--- src/rtl/fft_pkg.sv ---
`default_nettype none
// ============================================================================
// Module      : fft_pkg
// Description : Shared definitions for the 8-point FFT subsystem: transform
//               size, sample width, frame-controller state encoding and a
//               3-bit index reversal helper.
// Revision    : 1.0 - initial release
// ============================================================================
package fft_pkg;

  localparam int FFT_N  = 8;
  localparam int FFT_DW = 8;

  typedef enum logic [1:0] {
    FILL   = 2'd0,
    SETTLE = 2'd1,
    DRAIN  = 2'd2
  } state_t;

  // Mirror a 3-bit index: b2 b1 b0 -> b0 b1 b2.
  function automatic logic [2:0] bitrev3(input logic [2:0] idx);
    return {idx[0], idx[1], idx[2]};
  endfunction

endpackage
`default_nettype wire

--- src/rtl/fft8_frame_buf.sv ---
`default_nettype none
// ============================================================================
// Module      : fft8_frame_buf
// Description : FFT_N x DW sample register file. One write port, all entries
//               presented in parallel as a packed vector (entry k at
//               rdata[DW*k +: DW]).
// Ports       : clk    - rising-edge clock
//               rst_n  - asynchronous active-low reset, clears all entries
//               we     - write enable
//               waddr  - entry written when we is high
//               wdata  - data written
//               rdata  - packed parallel read of every entry
// Revision    : 1.0 - initial release
// ============================================================================
module fft8_frame_buf
  import fft_pkg::*;
#(
  parameter int DW = FFT_DW
) (
  input  logic                clk,
  input  logic                rst_n,
  input  logic                we,
  input  logic [2:0]          waddr,
  input  logic [DW-1:0]       wdata,
  output logic [FFT_N*DW-1:0] rdata
);

  for (genvar e = 0; e < FFT_N; e++) begin : g_entry
    logic [DW-1:0] r_q;

    always_ff @(posedge clk or negedge rst_n) begin
      if (!rst_n) begin
        r_q <= '0;
      end else if (we && (waddr == 3'(e))) begin
        r_q <= wdata;
      end
    end

    assign rdata[e*DW +: DW] = r_q;
  end

endmodule
`default_nettype wire

--- src/rtl/fft8_frame_ctrl.sv ---
`default_nettype none
// ============================================================================
// Module      : fft8_frame_ctrl
// Description : Frame sequencer for the combinational fft8 core. Gathers 8
//               serial samples into a buffer that drives the core inputs,
//               waits SETTLE_CYCLES, captures the 8 complex bins and streams
//               them out one per handshake.
// Build macro : FFT8_FRAME_CTRL_BITREV_EN - when defined, bins are emitted in
//               bit-reversed order (0,4,2,6,1,5,3,7); otherwise natural order.
// Ports       : clk, rst_n         - clock, async active-low reset
//               s_data/s_valid/s_ready  - sample input stream
//               fft_a              - packed core inputs, A_k = fft_a[DW*k +: DW]
//               fft_xr/fft_xi      - packed core outputs, same packing
//               m_re/m_im/m_idx/m_valid/m_ready/m_last - bin output stream
//               busy               - high outside FILL
//               frame_cnt          - frames fully drained (wraps)
// Revision    : 1.0 - initial release
// ============================================================================
module fft8_frame_ctrl
  import fft_pkg::*;
#(
  parameter int DW            = FFT_DW,
  parameter int SETTLE_CYCLES = 2,
  parameter int FCNT_W        = 16
) (
  input  logic                clk,
  input  logic                rst_n,
  input  logic [DW-1:0]       s_data,
  input  logic                s_valid,
  output logic                s_ready,
  output logic [FFT_N*DW-1:0] fft_a,
  input  logic [FFT_N*DW-1:0] fft_xr,
  input  logic [FFT_N*DW-1:0] fft_xi,
  output logic [DW-1:0]       m_re,
  output logic [DW-1:0]       m_im,
  output logic [2:0]          m_idx,
  output logic                m_valid,
  input  logic                m_ready,
  output logic                m_last,
  output logic                busy,
  output logic [FCNT_W-1:0]   frame_cnt
);

  // The counter is loaded with SETTLE_CYCLES-1 so that the capture edge lands
  // exactly SETTLE_CYCLES edges after the edge accepting the last sample.
  localparam logic [3:0] C_SETTLE_LOAD = 4'(SETTLE_CYCLES - 1);

  state_t              r_state;
  state_t              w_state_nxt;
  logic [2:0]          r_wr_ptr;
  logic [2:0]          r_rd_ptr;
  logic [3:0]          r_settle_cnt;
  logic [FFT_N*DW-1:0] r_cap_re;
  logic [FFT_N*DW-1:0] r_cap_im;
  logic [FCNT_W-1:0]   r_frame_cnt;

  logic                w_s_fire;
  logic                w_m_fire;
  logic [2:0]          w_order;

  // --------------------------------------------------------------------------
  // Sample buffer; its parallel read is the core input bus, so the core sees
  // a stable frame for the whole of SETTLE.
  // --------------------------------------------------------------------------
  fft8_frame_buf #(
    .DW (DW)
  ) u_buf (
    .clk   (clk),
    .rst_n (rst_n),
    .we    (w_s_fire),
    .waddr (r_wr_ptr),
    .wdata (s_data),
    .rdata (fft_a)
  );

  // --------------------------------------------------------------------------
  // FSM state register
  // --------------------------------------------------------------------------
  always_ff @(posedge clk or negedge rst_n) begin
    if (!rst_n) begin
      r_state <= FILL;
    end else begin
      r_state <= w_state_nxt;
    end
  end

  // --------------------------------------------------------------------------
  // FSM next-state and handshake outputs
  // --------------------------------------------------------------------------
  always_comb begin
    w_state_nxt = r_state;
    s_ready     = 1'b0;
    m_valid     = 1'b0;
    busy        = 1'b1;
    case (r_state)
      FILL: begin
        s_ready = 1'b1;
        busy    = 1'b0;
        if (s_valid && (r_wr_ptr == 3'd7)) begin
          w_state_nxt = SETTLE;
        end
      end
      SETTLE: begin
        if (r_settle_cnt == 4'd0) begin
          w_state_nxt = DRAIN;
        end
      end
      DRAIN: begin
        m_valid = 1'b1;
        if (m_ready && (r_rd_ptr == 3'd7)) begin
          w_state_nxt = FILL;
        end
      end
      default: begin
        w_state_nxt = FILL;
      end
    endcase
  end

  assign w_s_fire = s_valid && s_ready;
  assign w_m_fire = m_valid && m_ready;

  // --------------------------------------------------------------------------
  // Pointers, settle counter, capture registers, frame counter
  // --------------------------------------------------------------------------
  always_ff @(posedge clk or negedge rst_n) begin
    if (!rst_n) begin
      r_wr_ptr     <= 3'd0;
      r_rd_ptr     <= 3'd0;
      r_settle_cnt <= 4'd0;
      r_cap_re     <= '0;
      r_cap_im     <= '0;
      r_frame_cnt  <= '0;
    end else begin
      // Write pointer wraps 7 -> 0 on its own when the frame completes.
      if (w_s_fire) begin
        r_wr_ptr <= r_wr_ptr + 3'd1;
        if (r_wr_ptr == 3'd7) begin
          r_settle_cnt <= C_SETTLE_LOAD;
        end
      end

      if (r_state == SETTLE) begin
        if (r_settle_cnt == 4'd0) begin
          r_cap_re <= fft_xr;
          r_cap_im <= fft_xi;
          r_rd_ptr <= 3'd0;
        end else begin
          r_settle_cnt <= r_settle_cnt - 4'd1;
        end
      end

      if (w_m_fire) begin
        r_rd_ptr <= r_rd_ptr + 3'd1;
        if (r_rd_ptr == 3'd7) begin
          r_frame_cnt <= r_frame_cnt + 1'b1;
        end
      end
    end
  end

  // --------------------------------------------------------------------------
  // Output selection. Everything below depends only on registers, so the bin
  // presented stays put while the downstream stalls.
  // --------------------------------------------------------------------------
`ifdef FFT8_FRAME_CTRL_BITREV_EN
  assign w_order = bitrev3(r_rd_ptr);
`else
  assign w_order = r_rd_ptr;
`endif

  assign m_re      = m_valid ? r_cap_re[w_order*DW +: DW] : '0;
  assign m_im      = m_valid ? r_cap_im[w_order*DW +: DW] : '0;
  assign m_idx     = m_valid ? w_order : 3'd0;
  // The last emitted bin is rd_ptr 7 in either order (bitrev3(7) == 7).
  assign m_last    = m_valid && (r_rd_ptr == 3'd7);
  assign frame_cnt = r_frame_cnt;

endmodule
`default_nettype wire

--- config.mk ---
export PLATFORM = sky130hd
export DESIGN_NAME = fft8_frame_ctrl
export DESIGN_NICKNAME = d
export VERILOG_FILES = /design/src/rtl/fft_pkg.sv /design/src/rtl/fft8_frame_buf.sv /design/src/rtl/fft8_frame_ctrl.sv
export SDC_FILE = /design/constraint.sdc
export NUM_CORES = 1
export LEC_CHECK = 0
export CAP_MARGIN = 20
export CELL_PAD_IN_SITES_DETAIL_PLACEMENT = 2
export CELL_PAD_IN_SITES_GLOBAL_PLACEMENT = 2
export CORE_MARGIN = 1.5
export CORE_UTILIZATION = 33
export DETAILED_ROUTE_END_ITERATION = 8
export HOLD_SLACK_MARGIN = 0.15
export PLACE_DENSITY = 0.85
export SKIP_CTS_REPAIR_TIMING = 1
export SLEW_MARGIN = 0
export SYNTH_ARGS = -nofsm -noshare
export SYNTH_HDL_FRONTEND = slang
export SYNTH_HIERARCHICAL = 1
export SYNTH_SLANG_ARGS = --single-unit
--- constraint.sdc ---
create_clock -name clk -period 2.1 [get_ports clk]
set_input_delay 0.42 -clock clk [delete_from_list [all_inputs] [get_ports clk]]
set_output_delay 0.42 -clock clk [all_outputs]
set_load 0.01 [all_outputs]
# ---- Word-level counts from Yosys, hierarchy flattened
# Cells that the tools add are included.
# Widths: inputs -> output; s select.
dict set report word_totals {
  input_bits 140
  out_inout_bits 103
  regBits 220
  elab_cells 73
}
dict set report classes {
  shifts 2
  muxes 17
  n_reduce_logical 22
  n_eq_ne 13
  addsub 4
}
# cell count
set op_table {}
lappend op_table {{$shiftx 64x7->8} 2}
lappend op_table {{$add 16x1->16 const B} 1}
lappend op_table {{$mux 4} 4}
lappend op_table {{$mux 8} 2}
lappend op_table {{$eq 3x3->1 const B} 5}
lappend op_table {{$logic_and 1x1->1} 13}
lappend op_table {{$mux 3} 4}
lappend op_table {{$add 3x1->3 const B} 2}
lappend op_table {{$eq 3x2->1 const B} 2}
lappend op_table {{$mux 2} 3}
lappend op_table {{$pmux 2 s3} 1}
lappend op_table {{$reduce_and 2->1} 3}
lappend op_table {{$logic_not 4->1} 1}
lappend op_table {{$ne 2x2->1 const B} 2}
lappend op_table {{$reduce_bool 2->1} 2}
lappend op_table {{$sub 4x1->4 const B} 1}
lappend op_table {{$eq 3x1->1 const B} 1}
lappend op_table {{$logic_not 3->1} 1}
lappend op_table {{$mux 1} 3}
lappend op_table {{$reduce_and 3->1} 1}
lappend op_table {{$eq 2x1->1 const B} 1}
lappend op_table {{$eq 2x2->1 const B} 1}
lappend op_table {{$logic_not 2->1} 1}
lappend op_table {{$ne 2x1->1 const B} 1}

# ---- Logic depth before layout (Yosys ltp)
# Gate-level depths: netlist of the first run.
dict set report depth {
  depth_word 6
  mapped_depth 8
  ltp_nobuf 6
}

# ---- Hierarchy
# Netlist of the first run, hierarchy kept.
# mod area_per_inst_um2 cells_per_inst n_inst seq_area_each_um2
set modules_own_cells {}
lappend modules_own_cells {fft8_frame_ctrl 7138.1 522 1 3903.7}
lappend modules_own_cells {fft8_frame_buf 2452.4 143 1 1601.5}

# ---- Least setup slack after synthesis of the first run
# Ideal clock, no wire load.
dict set report synth_timing {
  kind {flip-flop to flip-flop}
  from {reg r_state[1]}
  to {reg u_buf.g_entry[2].r_q[0]}
  arrival_time_ns 1.953
  setup_ns 0.125
  period_less_slack_ns 2.078
  path_slack_ns 0.022
  stages_incl_launch_ff 8
  n_path_buf 3
  path_cell_list {dfrtp_1 -> nor2_1 -> and2_1 -> clkbuf_1 -> buf_2 -> nor4bb_1 -> buf_2 -> mux2_2}
}
dict set report synth_between {
  elab_chain_len 4
}
# element line
set synth_lines {}
lappend synth_lines {{from (decl)} fft8_frame_ctrl.sv:48} ;# state_t r_state;
lappend synth_lines {{from (signal assigned)} fft8_frame_ctrl.sv:83} ;# r_state <= w_state_nxt;
lappend synth_lines {{$logic_not 2->1} fft8_frame_ctrl.sv:95} ;# case (r_state)
lappend synth_lines {{$mux 1} fft8_frame_ctrl.sv:95}
lappend synth_lines {{named net s_ready} fft8_frame_ctrl.sv:30} ;# output logic s_ready,
lappend synth_lines {{$logic_and 1x1->1} fft8_frame_ctrl.sv:120} ;# assign w_s_fire = s_valid && s_ready;
lappend synth_lines {{named net w_s_fire} fft8_frame_ctrl.sv:57} ;# logic w_s_fire;
lappend synth_lines {{$logic_and 1x1->1} fft8_frame_buf.sv:34} ;# end else if (we && (waddr == 3'(e))) begin
lappend synth_lines {{to (signal assigned)} fft8_frame_buf.sv:35} ;# r_q <= wdata;
lappend synth_lines {{to (decl)} fft8_frame_buf.sv:29} ;# logic [DW-1:0] r_q;
# The timed path passes the listed nets, and every way through them passes these cells.
# A chain may end at the register's enable or synchronous reset.

# ---- Worst setup path in the final report of the first run
dict set report layout_timing {
  from {reg r_rd_ptr[2]}
  to {out m_re[3]}
}
dict set report layout_between {
  elab_chain_len 2
}
# element line
set layout_lines {}
lappend layout_lines {{from (decl)} fft8_frame_ctrl.sv:51} ;# logic [2:0] r_rd_ptr;
lappend layout_lines {{from (signal assigned)} fft8_frame_ctrl.sv:154} ;# r_rd_ptr <= r_rd_ptr + 3'd1;
lappend layout_lines {{$shiftx 64x7->8} fft8_frame_ctrl.sv:172} ;# assign m_re = m_valid ? r_cap_re[w_order*DW +: DW] : '0;
lappend layout_lines {{$mux 8} fft8_frame_ctrl.sv:172}
lappend layout_lines {{to (decl)} fft8_frame_ctrl.sv:34} ;# output logic [DW-1:0] m_re,
# Every way passes these cells.

==> results.md, run 1 <==
* Status: complete, but fails checks
* Failing checks: setup timing
* GRT overflow at 0
* Static leakage at approximately 6 nW
* Worst r2r path cells at 6
* Ys async rst share at 1.00
* Via-to-Cell Ratio at 5.01
* Avg WL per Cell at about 26 um
* Highest metal used: met4
* Most common cell in the synthesized netlist: dfrtp_1
* GP Congestion at around 0.77
* Total of max-cap violations at 0
* Worst r2r src: r_rd_ptr[2]
* Antenna violations before repair at 7
* Number of synthesized flops with an enable pin at 0
* Cell Area, Placed at 12800 um^2
* Hold Fails Final Rpt at 0
* Met2 WL at roughly 18000 um
* Crit-path slowest cell: dfrtp_4
* Area grow syn2layout at 44.9%
* Mapped Nets at between 800 and 900
* H-Tree Depth at 1
* Worst-case clock buffer depth at 3
* Clk_lat worst skew at 0.53 ns
* Most frequent cells after synthesis: dfrtp_1, mux2_2, mux2i_1, buf_2, o21ai_0
* Crit path DAT at around 2.2 ns
* Total routed wirelength at 35400 um
* Post-route DRC at 0
* Synth cell types at 33
* Vias in the first global route at 7862
* Pre-CTS setup slack at -0.387 ns
* Fillers at between 2000 and 3000
* Crit-path max FO at 17
* CTS clock-pin slew for the worst setup and hold paths at roughly 0.060 ns
* Die X-Extent at 173 um
* Slew Viols, Final at 0
* Worst setup margin at -0.513 ns
* CTS Root Cell: clkbuf_16
* Yosys warning count at 6
* Post-synth top area cell: dfrtp_1
* Setup crit end kind: output pin
* Row cnt at 62
* Worst setup endpoint: m_re[3]
* Reg2Reg Capture Point: frame_cnt[15]
* I/O pin total at approximately 240
* Antenna viol nets, final at 0
* Core box area at approximately 29000 um^2
* Critical path origin: r_rd_ptr[2]
* Fmax at 0.383 GHz
* CP Cell Sequence: buf_8 -> mux2i_1 -> a22o_1 -> a211oi_2 -> buf_4
* Pre-antenna DRT Iters at 4
* Final Skew at about 0.014 ns
* Flops & latches, synth at 220
* Total power at 20.4 mW
* Syn Inst Count at between 600 and 700
* CTS tree: yes
* Proportion of layout cells with a drive suffix above 1 at 0.379
* Die height at 173 um
* Finished Cell Area at 13900 um^2
* HP Class: in2async
* Crit path required time at 1.68 ns
* WS Path Type: reg2out
* Detailed Route Iter0 Violations at around 260
* Final Cycle Share at 1.24
* Buffers added on ports at between 200 and 250
* Crit start category: register
* Final Net Count at between 1000 and 1500
* Die footprint at about 30000 um^2
* GRT Util Overall at 0.222
* M1 wire length at approximately 14000 um
* WHS at approximately 0.34 ns
* Unrepaired setup endpoints after global routing: true
* Largest net degree at the start of global routing at just under 70
* Seq/Total Area, Yosys at 0.574
* Cell area after synthesis at ~9600 um^2
* First-pass GRT wire length at between 50000 and 60000 um
* Metal3 WL at roughly 1600 um
* Reg2reg setup slack at 0 ns
* Worst IR drop on VDD at about 0.74 mV
* Number of clock sinks at 220
* Top_reg_cell synth: dfrtp_1
* Post-DP HPWL at 23200 um
* Final setup violation count at 18
* Share of the synthesized area in the top cell type at 0.574
* Worst-Margin Slew at between 0.5 and 0.6 ns
* Delay of the slowest critical-path stage at about 0.54 ns
* Syn avg cell area at 14.4 um^2
* Main area contributors after synthesis: dfrtp_1, mux2_2, mux2i_1
* Minimum clock period at 2.61 ns
* P per Cell Area at approximately 1500 nW/um^2
* Max_slew headroom at 0.626
* Routed vias at 6843
* CTS buffer count at 26
* Initial Util at 0.335
## critical path: cells and delay by family (launching register included)
kind	cells	cell delay (ns)
AO/OA/AOI/OAI	2	0.57
buffers and inverters	2	0.39
flip-flops	1	0.54
multiplexers	1	0.15
## through the flow
step | std cells | utilization | TNS [ns]
2_1_floorplan | 665 | - | 0
3_3_place_gp | 1300 | 0.447 | -6.16
3_5_place_dp | 1300 | 0.447 | -9.97
4_1_cts | 1348 | 0.477 | -18.28
5_1_grt | 1365 | 0.485 | -7.96
6_report | 1365 | 0.485 | -6.53
## power breakdown
part           switching, mW  leakage [nW]  internal (mW)
combinational           3.61          2.77           4.48
clock                   1.79         0.435           2.75
sequential              1.49          2.63           6.25
total                   6.88          5.83           13.5
## metal layers
metal	up-vias	track usage
met1	3562	0.274
met5	-	0
met3	85	0.0333
met4	0	0.100
met2	202	0.385
li1	2994	-
## logic make-up after synthesis
kind of cell | share of synthesized area
xor gates and xnor gates | 0.0155
muxes | 0.299
DFF | 0.574
adders and majority gates | 0.00783
and+or+nand+nor | 0.0415
AOI/OAI and AO/OA | 0.0386
buffers and inverters | 0.0235
## worst min-delay path by stage
stage,endpoint,slack [ns],cells after the start
global placement,r_cap_im[12],0.29,1
finish,r_cap_im[44],0.34,2
global route,r_cap_im[44],0.35,2
detailed placement,r_cap_im[44],0.30,1
floorplan,frame_cnt[0],0.12,0
CTS,r_cap_im[44],-0.26,1
## final cells by class
cell class	instances	area, um^2	area share
antenna	7	17.5	0.00126
timing repair buffer	300	2980	0.214
clock buffer	41	808	0.0582
inverter	4	15.0	0.00108
sequential	220	5510	0.397
multi-input combinational	402	4020	0.290
tap	384	480	0.0346
clock inverter	7	60.1	0.00432
## flip-flops by register name, indices dropped and copies added, names as in the netlist
register           flops
r_cap_im              64
r_cap_re              64
u_buf/g_entry.r_q     64
frame_cnt             16
r_settle_cnt           4
r_rd_ptr               3
r_wr_ptr               3
r_state                2
## cell usage in the layout (no fill, tap or decap), types with 7 or more instances in the layout
cell type / synthesis / routed
nand3_1: 10 / 10
xnor2_1: 12 / 11
mux2i_1: 48 / 47
clkbuf_8: 0 / 8
buf_12: 0 / 10
o21ai_0: 21 / 11
a211oi_2: 0 / 15
clkdlybuf4s50_1: 0 / 218
nand2_1: 15 / 14
mux2_2: 212 / 211
diode_2: 0 / 7
and2_1: 8 / 7
buf_4: 6 / 47
a22o_1: 16 / 16
buf_2: 21 / 8
clkbuf_16: 0 / 28
dfrtp_1: 220 / 217
Power figures use the tool's default switching activity.
==> run 2, diff against run 1 <==
==> constraint.sdc (replaced) <==
create_clock -name clk -period 2.1 [get_ports clk]
set_input_delay 0.42 -clock clk [delete_from_list [all_inputs] [get_ports clk]]
set_output_delay 0.42 -clock clk [all_outputs]
set_load 0.05 [all_outputs]
==> run 2 against run 1 <==
Effect of this change: the run still ends with setup timing left; clock skew is 0.0038 ns higher; die area did not move; setup slack got worse by 0.14 ns; critical path type unchanged; critical endpoint is now m_im[4]; clock power rose by 7.3%; fmax is 5.2% lower; largest power group unchanged; routed wire length increased by 3.6%.
==> results.md, run 2 (synthesis gave the netlist of run 1 again) <==
* Status: complete, but fails checks
* Failing checks: setup timing
* Proportion of layout cells with a drive suffix above 1 at 0.400
* Die X-Extent at roughly 170 um
* Largest net degree at the start of global routing at roughly 100
* Static leakage at ~6.9 nW
* GRT Util Overall at 0.235
* Worst r2r src: r_rd_ptr[2]
* Routed vias at about 7000
* Die height at around 170 um
* Crit path required time at 1.68 ns
* Regs by FF count: r_cap_im (64), r_cap_re (64), u_buf/g_entry.r_q (64)
* CTS buffer count at 27
* Antenna viol nets, final at 0
* Pre-antenna DRT Iters at 4
* Minimum clock period at between 2 and 3 ns
* Worst-Margin Slew at 0.638 ns
* Antenna violations before repair at 4
* Cell Area, Placed at ~13000 um^2
* HP Class: in2async
* Total of max-cap violations at 0
* Reg2Reg Capture Point: frame_cnt[5]
* Post-DP HPWL at between 20000 and 25000 um
* Worst r2r path cells at 8
* Total power at ~24 mW
* Final Skew at approximately 0.017 ns
* Core box area at ~29000 um^2
* Placed instance count at 1298
* Unrepaired setup endpoints after global routing: true
* Area grow syn2layout at 52.3%
* Setup crit end kind: output pin
* Most frequent cells in the layout: dfrtp_1, mux2_2, clkdlybuf4s50_1
* CTS tree: yes
* Final Non-Filler Cells at roughly 1400
* Finished Cell Area at approximately 15000 um^2
* Crit start category: register
* Reg2reg setup slack at around 0.050 ns
* Detailed Route Iter0 Violations at 285
* I/O pin total at approximately 240
* Post-route DRC at 0
* H-Tree Depth at 1
* Final Net Count at approximately 1100
* Initial Util at 0.335
* Row cnt at between 60 and 70
* Hold Fails Final Rpt at 0
* Utilization after layout at 0.510
* Die footprint at between 30000 and 40000 um^2
* P per Cell Area at 1640 nW/um^2
* Psw at 9.73 mW
* Switching share of power at 0.407
* WS Path Type: reg2out
* CTS clock-pin slew for the worst setup and hold paths at about 0.06 ns
* Buffers added on ports at around 240
* Max_slew headroom at 0.570
* Slew Viols, Final at 0
* Crit path DAT at roughly 2.3 ns
* Total routed wirelength at around 37000 um
* GP Congestion at 0.784
* Combinational power share at 0.472
* Commonest non-fill, non-tap cell in the layout: dfrtp_1
* Fmax at between 0.3 and 0.4 GHz
* Pint at 14.2 mW
* Final Cycle Share at 1.31
* Vias in the first global route at ~7900
* Reg power frac at 0.324
* Number of clock sinks at 220
* Final setup violation count at 17
* Avg WL per Cell at about 27 um
* Worst IR drop on VDD at 1.03 mV
* Worst setup margin at -0.656 ns
* Worst-case clock buffer depth at 3
* Clock power share at 0.204
* First-pass GRT wire length at roughly 53000 um
* CTS Root Cell: clkbuf_16
* Setup TNS at -8.26 ns
* GRT overflow at 0
* Via-to-Cell Ratio at approximately 5.0
* Clk_lat worst skew at 0.52 ns
* Crit-path max FO at 11
[run 2: worst max-delay path by stage]
stage / start / end / slack, ns / depth (start not counted)
floorplan: r_rd_ptr[2] / m_re[3] / -0.14 / 6
global placement: r_rd_ptr[2] / m_re[2] / -0.09 / 5
detailed placement: r_rd_ptr[0] / m_im[4] / -0.19 / 4
CTS: r_rd_ptr[0] / m_im[4] / -0.78 / 4
global route: r_rd_ptr[2] / m_im[4] / -0.67 / 6
finish: r_rd_ptr[2] / m_im[4] / -0.66 / 6
[run 2: final cells by class]
cell class	instances	area, um^2
clock buffer	38	797
inverter	4	15.0
tap	384	480
multi-input combinational	402	4190
antenna	4	10.0
timing repair buffer	301	3470
fill	2577	14000
sequential	220	5510
clock inverter	10	130
[run 2: power groups by stage]
stage	logic, mW	registers [mW]	clock network, mW
after floorplan	4.74	9.26	0
after global placement	10.4	7.35	0
after detailed placement	10.8	7.66	0
after CTS	11.0	7.72	4.96
after global routing	11.8	7.94	5.14
final	11.3	7.76	4.87
[run 2: through the flow]
step	hold slack [ns]	setup WS (ns)
after global placement	0.384	-0.0872
after detailed placement	0.383	-0.188
after floorplan	0.124	-0.145
final	0.429	-0.656
after global routing	0.452	-0.675
after CTS	-0.166	-0.781
[run 2: worst max-delay path, stage by stage, from the launching register on]
cell and delay [ns]:
dfrtp_4 0.53, buf_6 0.15, buf_12 0.14, mux2i_1 0.14
a22o_2 0.32, a211oi_4 0.34, buf_12 0.18
[run 2: metal layers]
metal	GRT usage	routed length, um
met1	0.282	14500
met5	0	0
met4	0.0670	947
met2	0.435	19900
met3	0.0360	1290
